[config.mk]
export PLATFORM = sky130hd
export DESIGN_NAME = axis_rx_frame_stats
export DESIGN_NICKNAME = d
export VERILOG_FILES = /design/src/rtl/eth_stats_pkg.sv /design/src/rtl/eth_stats_counter.sv /design/src/rtl/axis_rx_frame_stats.sv
export SDC_FILE = /design/constraint.sdc
export NUM_CORES = 1
export LEC_CHECK = 0
export BUFFER_PORTS_ARGS = -buffer_cell sky130_fd_sc_hd__buf_2
export CAP_MARGIN = 10
export CORE_ASPECT_RATIO = 1.4
export CORE_MARGIN = 2
export CORE_UTILIZATION = 61
export CTS_CLUSTER_DIAMETER = 150
export DETAILED_ROUTE_END_ITERATION = 10
export PLACE_DENSITY = 0.81
export SYNTH_ARGS = -nofsm -noshare
export SYNTH_HDL_FRONTEND = slang
export SYNTH_SLANG_ARGS = --single-unit
[constraint.sdc]
create_clock -name clk -period 5.95 [get_ports clk]
set_clock_uncertainty 0.2 [all_clocks]
set_input_delay 1.19 -clock clk [delete_from_list [all_inputs] [get_ports clk]]
set_output_delay 1.19 -clock clk [all_outputs]
set_load 0.01 [all_outputs]
[src/rtl/eth_stats_pkg.sv]
// Shared types and constants for the receive frame statistics block.
// Frame classes, FCS length, and histogram bin boundaries (used with AXIS_RX_FRAME_STATS_HIST_EN).
package eth_stats_pkg;

   typedef enum logic [2:0] {GOOD, RUNT, OVERSIZE, FCS_ERR, PHY_ERR} frame_class_e;
   typedef enum logic {IDLE, IN_FRAME} rx_state_e;

   localparam int unsigned FCS_LEN    = 4;
   localparam int unsigned LEN_WIDTH  = 16;
   localparam int unsigned FLEN_WIDTH = 17;
   localparam int unsigned HIST_BINS  = 6;

   // Inclusive lower bound of each histogram bin; bin 0 holds only 64-byte frames.
   localparam int unsigned HIST_LO_64   = 64;
   localparam int unsigned HIST_LO_65   = 65;
   localparam int unsigned HIST_LO_128  = 128;
   localparam int unsigned HIST_LO_256  = 256;
   localparam int unsigned HIST_LO_512  = 512;
   localparam int unsigned HIST_LO_1024 = 1024;

   function automatic frame_class_e classify(input logic phy_err, input logic fcs_err,
                                             input logic [FLEN_WIDTH-1:0] len,
                                             input logic [FLEN_WIDTH-1:0] min_len,
                                             input logic [FLEN_WIDTH-1:0] max_len);
      frame_class_e cls;
      if (phy_err)            cls = PHY_ERR;
      else if (fcs_err)       cls = FCS_ERR;
      else if (len < min_len) cls = RUNT;
      else if (len > max_len) cls = OVERSIZE;
      else                    cls = GOOD;
      return cls;
   endfunction

   function automatic logic [HIST_BINS-1:0] hist_onehot(input logic [FLEN_WIDTH-1:0] len);
      logic [HIST_BINS-1:0] oh;
      oh = '0;
      if (len >= FLEN_WIDTH'(HIST_LO_1024))     oh[5] = 1'b1;
      else if (len >= FLEN_WIDTH'(HIST_LO_512)) oh[4] = 1'b1;
      else if (len >= FLEN_WIDTH'(HIST_LO_256)) oh[3] = 1'b1;
      else if (len >= FLEN_WIDTH'(HIST_LO_128)) oh[2] = 1'b1;
      else if (len >= FLEN_WIDTH'(HIST_LO_65))  oh[1] = 1'b1;
      else if (len >= FLEN_WIDTH'(HIST_LO_64))  oh[0] = 1'b1;
      return oh;
   endfunction

endpackage

[src/rtl/eth_stats_counter.sv]
// One saturating statistics counter with snapshot register and clear-after-capture.
module eth_stats_counter #(
   parameter int unsigned CNT_WIDTH = 32,
   parameter int unsigned INC_WIDTH = 1
) (
   input  logic                 clk,
   input  logic                 rst_n,
   input  logic                 inc,
   input  logic [INC_WIDTH-1:0] inc_amt,
   input  logic                 snapshot,
   input  logic                 clear,
   output logic [CNT_WIDTH-1:0] stat
);

   localparam int unsigned SUM_WIDTH = ((CNT_WIDTH > INC_WIDTH) ? CNT_WIDTH : INC_WIDTH) + 1;

   logic [CNT_WIDTH-1:0] live;
   logic [CNT_WIDTH-1:0] live_next_c;
   logic [SUM_WIDTH-1:0] sum_c;

   // Wide add so the saturation test sees the true sum.
   always_comb begin
      sum_c       = SUM_WIDTH'(live) + SUM_WIDTH'(inc_amt);
      live_next_c = live;
      if (inc) begin
         if (sum_c > SUM_WIDTH'({CNT_WIDTH{1'b1}})) live_next_c = '1;
         else                                        live_next_c = CNT_WIDTH'(sum_c);
      end
   end

   always_ff @(posedge clk or negedge rst_n) begin
      if (!rst_n) begin
         live <= '0;
         stat <= '0;
      end else if (snapshot) begin
         stat <= live_next_c;
         live <= clear ? '0 : live_next_c;
      end else begin
         live <= live_next_c;
      end
   end

endmodule

[src/rtl/axis_rx_frame_stats.sv]
// AXI-Stream receive frame classifier and statistics counters with snapshot publishing.
// Define AXIS_RX_FRAME_STATS_HIST_EN to add the good-frame length histogram outputs.
module axis_rx_frame_stats
   import eth_stats_pkg::*;
#(
   parameter int unsigned CNT_WIDTH     = 32,
   parameter int unsigned MIN_FRAME_LEN = 64,
   parameter int unsigned MAX_FRAME_LEN = 1518,
   parameter int unsigned FCS_IN_STREAM = 0
) (
   input  logic                 clk,
   input  logic                 rst_n,
   input  logic [7:0]           s_axis_tdata,
   input  logic                 s_axis_tvalid,
   input  logic                 s_axis_tlast,
   input  logic [2:0]           s_axis_tuser,
   input  logic                 snapshot,
   input  logic                 clear_on_snapshot,
   output logic                 stat_valid,
   output logic [CNT_WIDTH-1:0] stat_good_frames,
   output logic [CNT_WIDTH-1:0] stat_good_bytes,
   output logic [CNT_WIDTH-1:0] stat_fcs_err_frames,
   output logic [CNT_WIDTH-1:0] stat_phy_err_frames,
   output logic [CNT_WIDTH-1:0] stat_runt_frames,
   output logic [CNT_WIDTH-1:0] stat_oversize_frames
`ifdef AXIS_RX_FRAME_STATS_HIST_EN
   ,
   output logic [CNT_WIDTH-1:0] stat_hist_64,
   output logic [CNT_WIDTH-1:0] stat_hist_65_127,
   output logic [CNT_WIDTH-1:0] stat_hist_128_255,
   output logic [CNT_WIDTH-1:0] stat_hist_256_511,
   output logic [CNT_WIDTH-1:0] stat_hist_512_1023,
   output logic [CNT_WIDTH-1:0] stat_hist_1024_max
`endif
);

   localparam int unsigned FCS_ADD = (FCS_IN_STREAM != 0) ? 0 : FCS_LEN;

   rx_state_e              state_q, state_d;
   logic [LEN_WIDTH-1:0]   len_q, len_d;
   logic [LEN_WIDTH-1:0]   cur_len_c;
   logic [FLEN_WIDTH-1:0]  frame_len_c;
   frame_class_e           class_c;
   logic                   done_c;
   logic                   unused_c;

   assign unused_c = ^{s_axis_tdata, s_axis_tuser[2]};

   // Beat count including the current beat; a beat seen in IDLE always starts at 1.
   always_comb begin
      state_d     = state_q;
      len_d       = len_q;
      cur_len_c   = '0;
      if (state_q == IDLE)          cur_len_c = LEN_WIDTH'(1);
      else if (len_q == '1)         cur_len_c = len_q;
      else                          cur_len_c = len_q + LEN_WIDTH'(1);
      frame_len_c = FLEN_WIDTH'(cur_len_c) + FLEN_WIDTH'(FCS_ADD);
      done_c      = s_axis_tvalid & s_axis_tlast;
      class_c     = classify(s_axis_tuser[0], s_axis_tuser[1], frame_len_c,
                             FLEN_WIDTH'(MIN_FRAME_LEN), FLEN_WIDTH'(MAX_FRAME_LEN));
      if (s_axis_tvalid) begin
         if (s_axis_tlast) begin
            state_d = IDLE;
            len_d   = '0;
         end else begin
            state_d = IN_FRAME;
            len_d   = cur_len_c;
         end
      end
   end

   always_ff @(posedge clk or negedge rst_n) begin
      if (!rst_n) begin
         state_q    <= IDLE;
         len_q      <= '0;
         stat_valid <= 1'b0;
      end else begin
         state_q    <= state_d;
         len_q      <= len_d;
         stat_valid <= snapshot;
      end
   end

   eth_stats_counter #(.CNT_WIDTH(CNT_WIDTH), .INC_WIDTH(1)) u_good (
      .clk(clk), .rst_n(rst_n), .inc(done_c && class_c == GOOD), .inc_amt(1'b1),
      .snapshot(snapshot), .clear(clear_on_snapshot), .stat(stat_good_frames));

   eth_stats_counter #(.CNT_WIDTH(CNT_WIDTH), .INC_WIDTH(FLEN_WIDTH)) u_bytes (
      .clk(clk), .rst_n(rst_n), .inc(done_c && class_c == GOOD), .inc_amt(frame_len_c),
      .snapshot(snapshot), .clear(clear_on_snapshot), .stat(stat_good_bytes));

   eth_stats_counter #(.CNT_WIDTH(CNT_WIDTH), .INC_WIDTH(1)) u_fcs (
      .clk(clk), .rst_n(rst_n), .inc(done_c && class_c == FCS_ERR), .inc_amt(1'b1),
      .snapshot(snapshot), .clear(clear_on_snapshot), .stat(stat_fcs_err_frames));

   eth_stats_counter #(.CNT_WIDTH(CNT_WIDTH), .INC_WIDTH(1)) u_phy (
      .clk(clk), .rst_n(rst_n), .inc(done_c && class_c == PHY_ERR), .inc_amt(1'b1),
      .snapshot(snapshot), .clear(clear_on_snapshot), .stat(stat_phy_err_frames));

   eth_stats_counter #(.CNT_WIDTH(CNT_WIDTH), .INC_WIDTH(1)) u_runt (
      .clk(clk), .rst_n(rst_n), .inc(done_c && class_c == RUNT), .inc_amt(1'b1),
      .snapshot(snapshot), .clear(clear_on_snapshot), .stat(stat_runt_frames));

   eth_stats_counter #(.CNT_WIDTH(CNT_WIDTH), .INC_WIDTH(1)) u_over (
      .clk(clk), .rst_n(rst_n), .inc(done_c && class_c == OVERSIZE), .inc_amt(1'b1),
      .snapshot(snapshot), .clear(clear_on_snapshot), .stat(stat_oversize_frames));

`ifdef AXIS_RX_FRAME_STATS_HIST_EN
   logic [HIST_BINS-1:0] hist_oh_c;
   logic [CNT_WIDTH-1:0] hist_stat [HIST_BINS];

   assign hist_oh_c = hist_onehot(frame_len_c);

   for (genvar i = 0; i < HIST_BINS; i++) begin : g_hist
      eth_stats_counter #(.CNT_WIDTH(CNT_WIDTH), .INC_WIDTH(1)) u_hist (
         .clk(clk), .rst_n(rst_n), .inc(done_c && class_c == GOOD && hist_oh_c[i]),
         .inc_amt(1'b1), .snapshot(snapshot), .clear(clear_on_snapshot),
         .stat(hist_stat[i]));
   end

   assign stat_hist_64       = hist_stat[0];
   assign stat_hist_65_127   = hist_stat[1];
   assign stat_hist_128_255  = hist_stat[2];
   assign stat_hist_256_511  = hist_stat[3];
   assign stat_hist_512_1023 = hist_stat[4];
   assign stat_hist_1024_max = hist_stat[5];
`endif

endmodule

# Word-level counts from Yosys, hierarchy flattened

Index checks and enable logic that the tools add are counted.

Input port bits: 17
Word-level logic and storage cells: 75
Register bits after elaboration: 402

Add/subtract/negate cells: 8
Reductions and logical operators: 6
Equality and inequality tests: 5
Multiplexer cells: 32
Magnitude comparators: 8
Bitwise logic cells: 1

Operators by type and width:

| kind                                                                    | count |
|---|---|
| 32-bit 2-to-1 mux                                                       | 24 |
| 33-bit by 32-bit > comparator with 1-bit output (second input constant) | 6 |
| 32-bit by 1-bit adder with 33-bit output (second input constant)        | 5 |
| 16-bit 2-to-1 mux                                                       | 3 |
| 32-bit by 17-bit adder with 33-bit output                               | 1 |
| 16-bit by 3-bit adder with 17-bit output (second input constant)        | 1 |
| 17-bit by 11-bit > comparator with 1-bit output (second input constant) | 1 |
| 17-bit by 7-bit < comparator with 1-bit output (second input constant)  | 1 |
| 16-bit by 1-bit adder with 16-bit output (second input constant)        | 1 |
| 16-bit == test (second input constant)                                  | 1 |
| 3-bit by 2-bit == test with 1-bit output (second input constant)        | 2 |
| 2-bit 2-to-1 mux                                                        | 3 |
| 1-bit logical AND                                                       | 5 |
| 3-bit by 1-bit == test with 1-bit output (second input constant)        | 1 |
| 3-bit == test (second input constant)                                   | 1 |
| 3-bit zero test                                                         | 1 |
| 3-bit 2-to-1 mux                                                        | 1 |
| 1-bit bitwise AND                                                       | 1 |
| 1-bit 2-to-1 mux                                                        | 1 |

# Longest topological paths before layout

Gate-level depths: netlist of run 1.

Depth after elaboration: 14
Gate-level depth with buffers: 26
Gate-level depth less buffers: 22

# Hierarchy

A second synthesis of run 1 with hierarchy kept.

Cell total of the unflattened synthesis: 2260
Area, all modules: 21331.7 um^2

By module, submodules not included:

| module                         | seq. area each (um^2) | area each (um^2) | times used | cells each |
|---|---|---|---|---|
| eth_stats_counter at u_fcs ... | 1601.5                | 3101.7           | 5          | 313 |
| eth_stats_counter at u_bytes   | 1601.5                | 4008.8           | 1          | 459 |
| axis_rx_frame_stats            | 450.4                 | 1814.2           | 1          | 236 |

# Least setup slack after synthesis of run 1

No wires, ideal clock.

Path kind: flip-flop to flip-flop
Start point: register len_q[0]
End point: register u_bytes.live[27]
Arrival time: 4.962 ns
Cell stages (with the launch flop): 24
Buffers on the path: 4
Setup slack: 0.694 ns
Path through: dfrtp_1 ha_1 and4_1 and4_1 clkbuf_1 nor2_1 xnor2_1 nor2_1 ha_1 o311ai_0 nor3_1 xnor2_1 buf_2 clkinv_1 ha_1 nand3_1 a221oi_1 o2111ai_1 and2_1 clkbuf_1 nor2_1 clkbuf_1 nor2_1 a211oi_1

Longest elaborated chain between the ends: 14
Elaborated cells on any way between the ends: 19
Classes of those cells: 3 x add/sub; 3 x order compare; 1 x eq/ne; 10 x mux; 2 x reduce/logical

Ends and longest elaborated chain:

| element                                                                                           | RTL line                                             | source |
|---|---|---|
| start: declaration                                                                                | axis_rx_frame_stats.sv:40                            | `logic [LEN_WIDTH-1:0] len_q, len_d;` |
| start signal: assignment                                                                          | axis_rx_frame_stats.sv:79                            | `len_q <= len_d;` |
| 16-bit by 1-bit adder with 16-bit output or 16-bit == test (tied branches)                        | axis_rx_frame_stats.sv:56, axis_rx_frame_stats.sv:55 |  |
| 16-bit 2-to-1 mux (*)                                                                             | axis_rx_frame_stats.sv:55                            | `else if (len_q == '1) cur_len_c = len_q;` |
| 16-bit 2-to-1 mux (*)                                                                             | axis_rx_frame_stats.sv:54                            | `if (state_q == IDLE) cur_len_c = LEN_WIDTH'(1);` |
| 16-bit by 3-bit adder with 17-bit output (*)                                                      | axis_rx_frame_stats.sv:57                            | `frame_len_c = FLEN_WIDTH'(cur_len_c) + FLEN_WIDTH'(FCS_ADD);` |
| parallel branches: the longest is 7 deep, another holds 32-bit by 17-bit adder with 33-bit output | --                                                   |  |
| 32-bit 2-to-1 mux (*)                                                                             | eth_stats_counter.sv:25                              | `if (inc) begin` |
| 32-bit 2-to-1 mux                                                                                 | eth_stats_counter.sv:37                              | `live <= clear ? '0 : live_next_c;` |
| 32-bit 2-to-1 mux (*)                                                                             | eth_stats_counter.sv:35                              | `end else if (snapshot) begin` |
| end signal: assignment                                                                            | eth_stats_counter.sv:37                              |  |
| end signal: assignment                                                                            | eth_stats_counter.sv:39                              | `live <= live_next_c;` |
| end: declaration                                                                                  | eth_stats_counter.sv:17                              | `logic [CNT_WIDTH-1:0] live;` |

Every way passes the cells marked *.
A chain may end at the register's enable or synchronous reset.

# Final worst setup path of run 1

Start point: register len_q[3]
End point: register u_bytes.stat[17]

Longest elaborated chain between the ends: 12
Elaborated cells on any way between the ends: 17
Classes of those cells: 3 x add/sub; 3 x order compare; 1 x eq/ne; 8 x mux; 2 x reduce/logical

Ends and longest elaborated chain:

| element                                                                                           | RTL line                                             | source |
|---|---|---|
| 16-bit by 1-bit adder with 16-bit output or 16-bit == test (tied branches)                        | axis_rx_frame_stats.sv:56, axis_rx_frame_stats.sv:55 |  |
| 16-bit 2-to-1 mux (*)                                                                             | axis_rx_frame_stats.sv:55                            |  |
| 16-bit 2-to-1 mux (*)                                                                             | axis_rx_frame_stats.sv:54                            |  |
| 16-bit by 3-bit adder with 17-bit output (*)                                                      | axis_rx_frame_stats.sv:57                            |  |
| parallel branches: the longest is 7 deep, another holds 32-bit by 17-bit adder with 33-bit output | --                                                   |  |
| 32-bit 2-to-1 mux (*)                                                                             | eth_stats_counter.sv:25                              |  |
| end signal: assignment                                                                            | eth_stats_counter.sv:36                              | `stat <= live_next_c;` |
| end: declaration                                                                                  | eth_stats_counter.sv:12                              | `output logic [CNT_WIDTH-1:0] stat` |

Marked as above.

==> impl_metrics.yaml, run 1 <==
cts:
  tritoncts: "done"
  clk_path_buf_depth: 3
  cts.sinks: 402
  cts_setup_buffers: 0
  root_buffer: "clkbuf_16"
  postCtsHoldBufs: 0
  htreeDepth: 2
  cts.clk_slew.worst_paths_ns: 0.06
  clk_latency_ns: 0.56
  cts-buffers-inserted: 41
  cts-resized-gates: 0
global_routing:
  grt_pass1_wl_um: 115000
  grt_use_total: 0.355
  grt_pass1_vias: 21600
  grt_max_degree: 144
  antenna_found_initial: 0
  grt.overflow.total: 0
floorplan:
  rows: 84
  die_w_um: 169
  dieArea_sq_um: 39800
  io-pin-count: 210
  die_h_um: 235
  initial_core_util: 0.619
  fp.coreArea_sq_um: 37600
placement:
  place.gp.congestion: 0.954
  io_buffers: 200
  place_area_sq_um: 24900
  hpwl_um: 50400
synth:
  syn_nets: 2723
  synth.most_common_cell: "dfrtp_1"
  ys_ff_latch: 402
  synth_cells: 2675
  synth-seq-area-share: 0.432
  yosys_warnings: 0
  synthFlopType: "dfrtp_1"
  synth_common_cells: "dfrtp_1 (402), nand2_1 (290), nor2_1 (228), a21oi_1 (153), clkbuf_1 (151)"
  yosys.cell_types.count: 87
  synthArstFlopShare: 1.00
  syn_area_per_cell_sq_um: 8.71
  synth_top_area_share: 0.432
  yosysTopAreaCell: "dfrtp_1"
  synth-edff-count: 0
  synth_area_leaders: "dfrtp_1 (43%), nand2_1 (4.7%), nor2_1 (3.7%), a21oi_1 (3.3%), nor3_1 (2.9%)"
  netlist_area_sq_um: 23300
worst_setup_path:
  worst_ep_required_time_ns: 6.13
  crit_path_max_incr_delay_ns: 0.53
  worstSetupPathDepth: 17
  crit_path_start_kind: "flop"
  reg2reg_depth: 17
  crit_family: "compound AO/OA/AOI/OAI gates"
  worstPathMaxFanout: 10
  crit_path_cell_trace: "nand3_1 > buf_4 > nor4_1 > or3_1 > nand2_1 > nor3_1 > xor2_1 > inv_1 > ha_1 > and3_1 > o221ai_1 > a31oi_1 > a221oi_1 > o21ai_2 > o2111ai_1 > o21ai_0 > a31oi_1"
  endpoint_kind: "flop"
  cp_data_arrival_time_ns: 5.80
  critPathMostFrequentCell: "a31oi_1"
  critPathKind: "flop to flop"
  path_buf_inv: 2
  cp_slowest_cell: "nor4_1"
  r2r_slack_ns: 0.34
hold_path:
  hold_depth: 2
  hold_path_class: "flop to flop"
drt:
  wire_per_inst_um: 21.6
  via_per_inst: 6.70
  vias: 22200
  drc: 0
  drt_iter0_drc: 2195
  ant_nets: 0
  wl_um: 71500
  firstDrtPassIters: 6
finish:
  antenna_cells: 0
  syn_to_final_growth_pct: 13.1
  final_area_sq_um: 26300
  nets: 2856
  layout-drive-gt1-share: 0.159
timing:
  tightestPinTransition_ns: 1.04
  final.period_utilization: 0.943
  tns_ns: 0
  clock.fmax_mhz: 178
  maxSlewViolCount: 0
  fin_crit_ns: 5.61
  slew_headroom: 0.299
  hold_viol: 0
  rsz0062_at_grt: "no"
  setup_viol: 0
outcome:
  status: "finished clean"
pwr:
  p_leak_uw: 0.0117
  vdd_drop_max_uv: 243
  p_per_area_nw_per_um2: 225
run:
  timing.max_cap.violations: 0
## where the power goes
group	leakage (uW)	switching, uW	internal, uW
Combinational	0.00547	222	80.1
Clock	0.000724	1160	1670
Sequential	0.00555	33.4	2760
Total	0.0117	1410	4510
## final cells by class
class	count	area (sq um)
clock buffer	53	1170
clock inverter	22	303
timing repair buffer	277	1670
tap	473	592
sequential	402	10100
fill	2984	11300
multi-input combinational	2022	12300
inverter	64	245
## final timing paths
check / start / to
min reg2reg: u_bytes.stat[8]$_DFFE_PN0P_ / u_bytes.stat[8]$_DFFE_PN0P_
max: len_q[3]$_DFFE_PN0P_ / u_bytes.stat[17]$_DFFE_PN0P_
max in group asynchronous: rst_n / u_fcs.stat[0]$_DFFE_PN0P_
max reg2reg: len_q[3]$_DFFE_PN0P_ / u_bytes.stat[17]$_DFFE_PN0P_
min: u_bytes.stat[8]$_DFFE_PN0P_ / u_bytes.stat[8]$_DFFE_PN0P_
min in group asynchronous: rst_n / u_bytes.stat[28]$_DFFE_PN0P_
## layer usage
layer  vias up  global-route usage  part of all wire
li1      10200                   -                 -
met3       190              0.0636             0.068
met5         -                   0                 0
met2       931               0.602              0.49
met1     10900               0.441              0.39
met4         0               0.160             0.046
## state kept, by name, summed over array words and instances, names as in the netlist
register	cells
u_runt.stat	32
u_bytes.stat	32
len_q	16
u_over.stat	32
state_q	1
u_fcs.live	32
u_good.live	32
u_phy.stat	32
u_runt.live	32
u_phy.live	32
stat_valid	1
u_good.stat	32
u_over.live	32
u_bytes.live	32
u_fcs.stat	32
## worst min-delay path, stage by stage (launching register included)
cell and delay [ns]:
dfrtp_1 0.34, nand2_1 0.05, o31ai_1 0.05
## logic make-up after synthesis
| logic type | synth area share |
|---|---|
| xor gates and xnor gates | 0.0226 |
| DFF | 0.432 |
| and+or+nand+nor | 0.259 |
| adders and majority gates | 0.0170 |
| buffers and inverters | 0.0422 |
| muxes | 0.0304 |
| AOI/OAI and AO/OA | 0.197 |
## placed cells by master, fill, tap and decap left out, drive strengths merged, types with 13 or more instances in the layout
| master | Yosys | routed |
|---|---|---|
| clkbuf | 151 | 53 |
| nor2b | 14 | 14 |
| or3 | 16 | 16 |
| xor2 | 18 | 18 |
| nor2 | 228 | 228 |
| a21oi | 153 | 153 |
| a211oi | 43 | 43 |
| mux2 | 53 | 53 |
| and3 | 76 | 76 |
| a21o | 22 | 22 |
| nor4 | 43 | 43 |
| nand4 | 68 | 68 |
| o31ai | 56 | 56 |
| nand3 | 108 | 108 |
| nand2 | 290 | 290 |
| o21ai | 121 | 121 |
| o22ai | 45 | 45 |
| ha | 30 | 30 |
| inv | 63 | 65 |
| and4 | 39 | 39 |
| a311oi | 29 | 29 |
| and2 | 78 | 78 |
| nor3 | 137 | 137 |
| nand2b | 29 | 29 |
| a31oi | 66 | 66 |
| buf | 36 | 277 |
| a31o | 14 | 14 |
| dfrtp | 402 | 402 |
| xnor2 | 42 | 42 |
| clkinv | 1 | 13 |
## through the flow
step	hold slack, ns	power [uW]	util	setup slack, ns	instances
6_report	0.277	5930	0.700	0.338	3313
5_1_grt	0.296	6090	0.700	0.0319	3313
4_1_cts	0.279	5940	0.700	0.251	3313
3_5_place_dp	0.263	3150	0.661	0.288	3238
3_3_place_gp	0.258	3140	0.661	0.471	3238
2_1_floorplan	0.307	3000	-	0.694	2675
No activity file was read; power rests on OpenSTA's default activity.
==> run 2, diff against run 1 <==
CAP_MARGIN = 5   (was 10)
MAX_ROUTING_LAYER = met4   (was not set)
==> run 2 against run 1 <==
Compared with the run above:
- first-iteration DRC count fell by 3.9%
- worst hold slack improved by 0.0027 ns
- wire length grew 1.7%
- register-to-register slack gained 0.08 ns
- non-clock buffer count is 6 lower
- via count increased by 0.95%
- global-route usage rose by 1.7 points
- maximum frequency rose by 1.4%
- critical endpoint unchanged
==> impl_metrics.yaml, run 2 (same netlist as run 1, synthesis figures left out) <==
outcome:
  status: "finished clean"
timing:
  tightestPinTransition_ns: 1.14
  tns_ns: 0
  final.period_utilization: 0.930
  setup_ws_ns: 0.418
  hold_viol: 0
  maxSlewViolCount: 0
  clock.fmax_mhz: 181
  slew_headroom: 0.237
  setup_viol: 0
  fin_crit_ns: 5.53
  rsz0062_at_grt: "no"
floorplan:
  rows: 84
  io-pin-count: 210
  fp.coreArea_sq_um: 37600
  dieArea_sq_um: 39800
  initial_core_util: 0.619
  die_w_um: 169
  die_h_um: 235
drt:
  met2_length_um: 35400
  via_per_inst: 6.78
  routed.top_layer: "met4"
  wl_um: 72700
  drt_iter0_drc: 2110
  vias: 22400
  wire_per_inst_um: 22.0
  firstDrtPassIters: 5
  wl_met1_um: 28200
  ant_nets: 0
  drc: 0
  wl_met3_um: 5190
cts:
  clk_latency_ns: 0.57
  cts-buffers-inserted: 41
  clk_path_buf_depth: 3
  htreeDepth: 2
  cts.clk_slew.worst_paths_ns: 0.06
  root_buffer: "clkbuf_16"
  cts.sinks: 402
  tritoncts: "done"
  postCtsHoldBufs: 0
finish:
  utilization: 0.700
  layout-drive-gt1-share: 0.155
  mostFrequentLayoutCells: "dfrtp_1 (402), nand2_1 (289), nor2_1 (228)"
  nets: 2850
  syn_to_final_growth_pct: 13.0
  final_common_cell: "dfrtp_1"
  instances_no_fill: 3308
pwr:
  combPwrFrac: 0.050
  vdd_drop_max_uv: 246
  power.switching_uw: 1420
  p_leak_uw: 0.0117
  p_sw_frac: 0.234
  pwr-share-clk: 0.490
  p_per_area_nw_per_um2: 231
  seqPwrFrac: 0.461
  p_int_uw: 4650
worst_setup_path:
  worstPathMaxFanout: 10
  crit_family: "compound AO/OA/AOI/OAI gates"
  endpoint_kind: "flop"
  crit_path_start_kind: "flop"
  path_buf_inv: 1
  worst_ep_required_time_ns: 6.14
  critPathKind: "flop to flop"
  crit_path_max_incr_delay_ns: 0.50
  cp_slowest_cell: "xnor2_1"
  crit_path_cell_trace: "ha_1 > and4_1 > and4_1 > nor2_1 > xnor2_1 > nor2_1 > ha_1 > o311ai_0 > nor2_1 > xnor2_1 > inv_1 > ha_1 > and3_1 > o221ai_1 > a31oi_1 > a221oi_1 > o21ai_2 > o2111ai_1 > o21ai_0 > a31oi_1"
  cp_data_arrival_time_ns: 5.72
placement:
  hpwl_um: 50400
  place.gp.congestion: 0.960
  io_buffers: 200
  place_ws_ns: 0.227
  dp.cells: 3232
global_routing:
  antenna_found_initial: 1
  grt.overflow.total: 0
  grt_max_degree: 116
  grt_pass1_wl_um: 116000
  grt_use_total: 0.372
  grt_pass1_vias: 22000
hold_path:
  hold_path_class: "flop to flop"
run:
  timing.max_cap.violations: 0
run 2: changes by cell type in the layout (fill, tap and decap cells not counted):
| cell | previous run | this run |
|---|---|---|
| buf_12 | 6 | 4 |
| buf_4 | 71 | 67 |
| bufinv_16 | 6 | 11 |
| clkbuf_1 | 3 | 7 |
| clkbuf_16 | 42 | 41 |
| clkbuf_8 | 8 | 4 |
| clkinv_2 | 6 | 3 |
| clkinv_4 | 5 | 0 |
| clkinv_8 | 1 | 2 |
| clkinvlp_4 | 2 | 5 |
| diode_2 | 0 | 1 |
| nor3_1 | 135 | 136 |
| nor3_2 | 2 | 1 |
run 2: cell type report:
type / instances / area (sq um)
multi-input combinational: 2022 / 12300
fill: 2966 / 11300
sequential: 402 / 10100
timing repair buffer: 271 / 1600
clock buffer: 52 / 1110
tap: 473 / 592
clock inverter: 23 / 433
inverter: 64 / 245
antenna: 1 / 2.50
run 2: worst paths after layout:
check                                           startpoint                           end  slack [ns]  depth (start not counted)
min in group asynchronous                            rst_n  u_bytes.stat[18]$_DFFE_PN0P_        0.45                          1
worst max-delay path                  len_q[0]$_DFFE_PN0P_  u_bytes.stat[17]$_DFFE_PN0P_        0.42                         20
worst min-delay path            u_good.stat[1]$_DFFE_PN0P_    u_good.stat[1]$_DFFE_PN0P_        0.28                          1
max in group asynchronous                            rst_n    u_fcs.stat[20]$_DFFE_PN0P_        3.94                          2
worst min register to register  u_good.stat[1]$_DFFE_PN0P_    u_good.stat[1]$_DFFE_PN0P_        0.28                          1
worst max register to register        len_q[0]$_DFFE_PN0P_  u_bytes.stat[17]$_DFFE_PN0P_        0.42                         20
run 2: power groups by stage:
| stage | sequential (uW) | combinational (uW) | clock, uW |
|---|---|---|---|
| 2_1_floorplan | 2850 | 148 | 0 |
| 3_3_place_gp | 2850 | 296 | 0 |
| 3_5_place_dp | 2850 | 303 | 0 |
| 4_1_cts | 2800 | 304 | 2990 |
| 5_1_grt | 2800 | 336 | 3090 |
| 6_report | 2800 | 302 | 2970 |
run 2: metrics by stage:
stage | power [uW] | hold WS, ns | instance area [sq um]
floorplan | 3000 | 0.307 | 23300
global placement | 3140 | 0.258 | 24800
detailed placement | 3150 | 0.263 | 24800
CTS | 6090 | 0.279 | 26300
global route | 6220 | 0.291 | 26300
finish | 6070 | 0.280 | 26300
run 2: layer usage:
| metal | vias up | GRT usage |
|---|---|---|
| met5 | - | - |
| met4 | 0 | 0.184 |
| met3 | 228 | 0.0624 |
| met2 | 1021 | 0.607 |
| met1 | 11000 | 0.446 |
| li1 | 10200 | - |
run 2: repair_timing:
action | 4_1_cts | 5_1_grt
endpoints found under the setup margin | 0 | 12
setup buffers | 0 | 0
gates resized for setup | 0 | 1
